==> config.mk <==
export PLATFORM = sky130hd
export DESIGN_NAME = bitwise_ref
export DESIGN_NICKNAME = d
export VERILOG_FILES = /design/src/rtl/bitwise_pkg.sv /design/src/rtl/bitwise_ref.sv
export SDC_FILE = /design/constraint.sdc
export NUM_CORES = 1
export LEC_CHECK = 0
export CAP_MARGIN = 10
export CORE_AREA = 8 8 45 47
export DETAILED_ROUTE_END_ITERATION = 10
export DIE_AREA = 0 0 53 55
export MAX_ROUTING_LAYER = met4
export PLACE_DENSITY = 0.57
export REMOVE_ABC_BUFFERS = 1
export SYNTH_ARGS = -nofsm -noshare
export SYNTH_HDL_FRONTEND = slang
export SYNTH_SLANG_ARGS = --single-unit
==> constraint.sdc <==
create_clock -name vclk -period 1.1
set_clock_uncertainty 0.05 [all_clocks]
set_input_delay 0.11 -clock vclk [all_inputs]
set_output_delay 0.11 -clock vclk [all_outputs]
set_load 0.1 [all_outputs]
==> src/rtl/bitwise_pkg.sv <==
// Shared types and constants for the bitwise checker: FSM states and result/op indices.
package bitwise_pkg;

    typedef enum logic [1:0] {
        IDLE = 2'd0,
        RUN  = 2'd1,
        DONE = 2'd2
    } state_t;

    localparam int unsigned NUM_OPS = 6;

    // Op index k selects result y(k+1) and fail_mask bit k.
    localparam int unsigned OP_AND  = 0;
    localparam int unsigned OP_OR   = 1;
    localparam int unsigned OP_XOR  = 2;
    localparam int unsigned OP_XNOR = 3;
    localparam int unsigned OP_NOT  = 4;
    localparam int unsigned OP_ORZ  = 5;

endpackage

==> src/rtl/bitwise_ref.sv <==
// Combinational reference model of the bitwise unit: expected y1..y6 from x, y, z.
module bitwise_ref
    import bitwise_pkg::*;
#(
    parameter int WIDTH = 4
) (
    input  logic [WIDTH-1:0]               x_i,
    input  logic [WIDTH-1:0]               y_i,
    input  logic [WIDTH-1:0]               z_i,
    output logic [NUM_OPS-1:0][WIDTH-1:0]  exp_o
);

    always_comb begin
        exp_o          = '0;
        exp_o[OP_AND]  = x_i & y_i;
        exp_o[OP_OR]   = x_i | y_i;
        exp_o[OP_XOR]  = x_i ^ y_i;
        exp_o[OP_XNOR] = ~(x_i ^ y_i);
        exp_o[OP_NOT]  = ~x_i;
        exp_o[OP_ORZ]  = (x_i & y_i) | z_i;
    end

endmodule

---- After elaboration in Yosys (flattened, before gate mapping) ----
Cells that the tools add are included.
operators by class
  bitwise logic cells ..................... 6
operator list
  operator       number
  $not A4 Y4     2
  $or A4 B4 Y4   2
  $and A4 B4 Y4  1
  $xor A4 B4 Y4  1
storage, ports and cells
  bits in registers ....................... 0
  logic and storage cells ................. 6
  output and inout port bits .............. 24
  input bits .............................. 12

---- Depth between registers and ports, before layout ----
Gate-level depths: netlist of the first run.
  depth after elaboration ................. 2
  gate-level depth with buffers ........... 3
  gate-level depth less buffers ........... 3

---- Worst setup path before layout of the first run ----
No wires, ideal clock.
  path kind ............................... input to output
  start point ............................. in x_i[0]
  end point ............................... out exp_o[12] (netlist name)
  arrival ................................. 2.217 ns
  buffers on the path ..................... 0
  path slack .............................. -1.277 ns
  stages .................................. 3
  data required time ...................... 0.940 ns
  cells stage by stage .................... inv_1 -> ha_1 -> inv_1
RTL lines
  item                line               RTL
  start: declaration  bitwise_ref.sv:7   input logic [WIDTH-1:0] x_i,
  end: declaration    bitwise_ref.sv:10  output logic [NUM_OPS-1:0][WIDTH-1:0] exp_o

==> results of run 1 <==
-- cell usage in the layout, fill, tap and decap left out --
| cell type | netlist | layout |
|---|---|---|
| clkdlybuf4s15_1 | 0 | 2 |
| inv_1 | 16 | 11 |
| buf_6 | 0 | 1 |
| ha_4 | 0 | 4 |
| dlymetal6s2s_1 | 0 | 2 |
| ha_2 | 0 | 4 |
| buf_4 | 0 | 12 |
| clkdlybuf4s50_1 | 0 | 1 |
| dlygate4sd2_1 | 0 | 1 |
| clkbuf_2 | 0 | 3 |
| or2_4 | 0 | 2 |
| or2_1 | 4 | 2 |
| clkdlybuf4s15_2 | 0 | 3 |
| buf_12 | 0 | 24 |
| inv_2 | 0 | 5 |
-- per-layer routing --
metal  track usage (%)  up-vias
li1                  -      172
met1              6.03      145
met2              11.7       27
met3              4.28        0
met4                 0        0
met5                 -        -
-- path summary, 6_finish.rpt --
check,startpoint,end,slack (ps),cells past startpoint
worst max-delay path,x_i[0],exp_o[20],30,4
worst min-delay path,z_i[2],exp_o[22],530,3
-- kinds of logic after synthesis --
logic type / Yosys count / share of synthesized area, %
simple gates: 4 / 13.5
fa+ha+maj: 8 / 54.1
buf+inv: 16 / 32.4
-- per-stage QoR --
step / instance area (µm²) / hold WS (ps) / total power, mW
after floorplan: 185 / 523 / 0.526
after global placement: 896 / 928 / 0.908
after detailed placement: 896 / 930 / 0.914
after CTS: 943 / 698 / 0.924
after global routing: 965 / 555 / 0.956
final: 965 / 534 / 0.927
-- worst max-delay path, delay by kind of cell --
family | cells | cell delay (ps)
AND/OR/NAND/NOR | 1 | 240
adder cells (fa/ha/maj) | 1 | 180
buffers and inverters | 2 | 380
-- repair_timing --
action | 4_1_cts | 5_1_grt
pin swaps | 10 | 7
buffers inserted | 1 | 0
hold buffers | 0 | 0
hold endpoints to repair | 0 | 0
setup endpoints to repair | 23 | 8
gates resized for setup | 31 | 10
-- power groups by stage --
stage               Combinational (mW)  Clock (mW)  Sequential [mW]
floorplan                        0.526           0                0
global route                     0.956           0                0
CTS                              0.924           0                0
global placement                 0.908           0                0
finish                           0.927           0                0
detailed placement               0.914           0                0
-- cell type report --
type / instances / area (µm²) / share of cell area, %
inverter: 16 / 60.1 / 6.23
multi-input combinational: 12 / 190 / 19.7
tap: 16 / 20.0 / 2.08
timing repair buffer: 49 / 694 / 72.0
==> results.md, run 1 <==
* Psw at 585 µW
* Max Fclk at between 0.9 and 1 GHz
* DRC Markers at 0
* Critical path's largest stage delay at between 200 and 250 ps
* Startpoint Class: primary input
* Top cells by area, synth: ha_1, inv_1, or2_1
* Final Worst Setup Slack at around 30 ps
* Grt total ovfl at 0
* Netlist cell types at 3
* Top cell type's share of synthesized area at ~54%
* CLK BUF at 0
* Vias at around 340
* Clock share of power at 0%
* WS Path Type: primary input to output pin
* Crit-path cells: clkdlybuf4s15_2 > ha_2 > or2_1 > buf_12
* Leak at 0.501 nW
* Tcrit/Tclk final at between 90% and 100%
* Fillers at about 100
* Area leader, netlist: ha_1
* DRT Pass-1 Iters at 1
* Final Instance Count excl. Fillers at slightly above 90
* # rows at 14
* Combinational power share at 100.0%
* Status: finished clean
* Crit path DAT at approximately 910 ps
* Seq/Total Area, Yosys at 0%
* Syn Std Cell Area at approximately 190 µm²
* Crit path time final at around 1100 ps
* Hold/Removal Path Class: primary input to output pin
* Switch share at 63.1%
* DR vias/cell at 3.70
* Synth top cells by count: inv_1, ha_1, or2_1
* Port Buffers at 36
* Final Hold Viols at 0
* Most numerous cell in the Yosys netlist: inv_1
* DP Wirelength at 966 µm
* Setup_tns at 0 ps
* Max layer used: met3
* Pint at approximately 340 µW
* Placed cell count at between 90 and 100
* Diode count at 0
* Chip height at roughly 55 µm
* Pwr per Cell Area at 961 nW/µm²
* Max-cap violations at 0
* Slowest library cell on the worst path: or2_1
* Kind of end point of the critical path: output pin
* Final #Nets at 99
* Post-Syn Area per Cell at between 6 and 7 µm²
* Final setup vio count at 0
* Largest net degree at the start of global routing at 3
* Met1 wire length at between 300 and 400 µm
* Initial antenna violation count at 0
* Routed WL at between 1000 and 1500 µm
* Sequential power share at 0%
* Max VDD drop at about 0.6 mV
* Ys Warns at 0
* IO Count at 36
* Die ar. at between 2000 and 3000 µm²
* Initial Util at 13.4%
* Area growth syn-to-layout at 421%
* Unrepaired setup endpoints after global routing: no
* FF+latch area at 0 µm²
* Core area at ~1400 µm²
* First-pass GRT wire length at between 1000 and 1500 µm
* Layout cells sized above 1 at between 70 and 80%
* Gpl congestion at 0.694
* Met3 Routed Length at roughly 220 µm
* Number of global-route vias before repair at 349
* Synthesized instance count at 28
* Num sequential at 0
* Wire per inst at 10.8 µm
* Met2 Routed Length at about 470 µm
* DIE WIDTH at 53 µm
* Drt first-iter violations at 0
* Setup slack at placement at -344 ps
* Worst Path Max Fanout at 2
* Total GRT Usage at ~6.5%
* Worst Tran Pin Value at roughly 110 ps
* Final Max Tran Viols at 0
* Worst path required time at around 940 ps
* Worst slew margin at around 92%
* Post-layout util at ~70%
* Routed Antenna Nets at 0
(Power assumes the default switching activity.)
==> run 2, diff against run 1 <==
--- a/config.mk
+++ b/config.mk
@@ -6,9 +6,9 @@
 export NUM_CORES = 1
 export LEC_CHECK = 0
 export CAP_MARGIN = 10
-export CORE_AREA = 8 8 45 47
+export CORE_AREA = 2 2 39 41
 export DETAILED_ROUTE_END_ITERATION = 10
-export DIE_AREA = 0 0 53 55
+export DIE_AREA = 0 0 41 43
 export MAX_ROUTING_LAYER = met4
 export PLACE_DENSITY = 0.57
 export REMOVE_ABC_BUFFERS = 1
==> results.md, run 2 (synthesis results as in run 1) <==
* Area growth syn-to-layout at 411%
* Initial Util at about 13%
* Worst path required time at 940 ps
* Unrepaired setup endpoints after global routing: yes
* Slowest library cell on the worst path: clkdlybuf4s50_1
* # rows at 14
* Most frequent cells in the layout: buf_12, buf_4, inv_2, inv_1, clkbuf_2
* Final #Nets at slightly below 100
* Chip height at between 40 and 50 µm
* Crit-path cells: clkdlybuf4s50_1 > or2_4 > buf_12
* Startpoint Class: primary input
* Final setup vio count at 1
* Worst hold slack at around 600 ps
* Grt total ovfl at 0
* Setup slack at placement at -334 ps
* First-pass GRT wire length at roughly 1400 µm
* Tcrit/Tclk final at 100%
* Pwr per Cell Area at ~990 nW/µm²
* Worst Path Max Fanout at 1
* WS Path Type: primary input to output pin
* Die ar. at around 1800 µm²
* Largest net degree at the start of global routing at 3
* Worst slew margin at 93.5%
* Vias at about 360
* Max Fclk at ~0.91 GHz
* Routed Antenna Nets at 0
* CLK BUF at 0
* DP Wirelength at 770 µm
* Critical path's largest stage delay at around 420 ps
* Total GRT Usage at 11.2%
* Num sequential at 0
* DRT Pass-1 Iters at 3
* DIE WIDTH at ~41 µm
* DR vias/cell at 3.84
* Post-DP Area at between 800 and 900 µm²
* Wire per inst at just under 10 µm
* Max-cap violations at 0
* Port Buffers at 36
* FF+latch area at 0 µm²
* Crit path time final at around 1100 ps
* Most common cell after layout, fill and taps aside: buf_12
* CTS Hold Bufs at 0
* Core area at about 1400 µm²
* Failing checks: setup timing
* IO Count at 36
* Max VDD drop at just under 0.6 mV
* Final Max Tran Viols at 0
* Final Worst Setup Slack at -0.900 ps
* Design area at 947 µm²
* DRC Markers at 0
* Kind of end point of the critical path: output pin
* Diode count at 0
* Crit path DAT at around 940 ps
* Gpl congestion at between 0.5 and 0.6
* Leak at between 0.4 and 0.5 nW
* Initial antenna violation count at 0
* Final Hold Viols at 0
* Status: complete, but fails checks
* Drt first-iter violations at 1
* Hold/Removal Path Class: primary input to output pin
* Worst Tran Pin Value at around 97 ps
* Layout cells sized above 1 at roughly 83%
* Number of global-route vias before repair at between 300 and 400
* Routed WL at approximately 890 µm
[run 2: cell count changes in the layout (fill, tap and decap cells not counted), sizes merged]
cell / delta
dlymetal6s2s: -2
dlygate4sd2: -1
clkdlybuf4s15: -3
clkdlybuf4s50: +3
clkbuf: +2
buf: +1
[run 2: area by class of cell]
type | instances | area, µm²
Timing Repair Buffer | 49 | 672
Fill cell | 101 | 437
Multi-Input combinational cell | 12 | 195
Inverter | 16 | 60.1
Tap cell | 16 | 20.0
[run 2: critical path, delay by kind of cell]
kind                   cells  cell delay, ps
buffers and inverters      2             590
AND/OR/NAND/NOR            1             250
[run 2: final timing paths]
| kind | start | to | slack [ps] | depth (start not counted) |
|---|---|---|---|---|
| setup / recovery | z_i[2] | exp_o[22] | -0.9 | 3 |
| hold / removal | x_i[3] | exp_o[19] | 610 | 4 |
[run 2: stage by stage]
| step | setup TNS [ps] | utilization, % | power, mW | cells |
|---|---|---|---|---|
| after floorplan | -12590 | - | 0.526 | 28 |
| after global placement | -4350 | 64.7 | 0.904 | 92 |
| after detailed placement | -4790 | 64.7 | 0.911 | 92 |
| after CTS | 0 | 68.4 | 0.927 | 93 |
| after global routing | -10.8 | 68.4 | 0.966 | 93 |
| final | -0.900 | 68.4 | 0.936 | 93 |
[run 2: per-layer routing]
metal	wire (µm)	global-route usage, %	vias to the layer above
met5	0	-	-
met3	102	1.05	0
met2	557	23.1	24
li1	-	-	172
met4	0	0	0
met1	234	10.4	161
[run 2: timing repair]
item	4_1_cts	5_1_grt
pin swaps	11	6
endpoints found under the setup margin	24	8
setup buffers	1	0
gates resized for setup	30	15
cloned	0	0
[run 2: report_power, final]
| group | internal, mW | leakage [nW] | switching, mW |
|---|---|---|---|
| registers | 0 | 0 | 0 |
| clock network | 0 | 0 | 0 |
| logic | 0.348 | 0.478 | 0.587 |
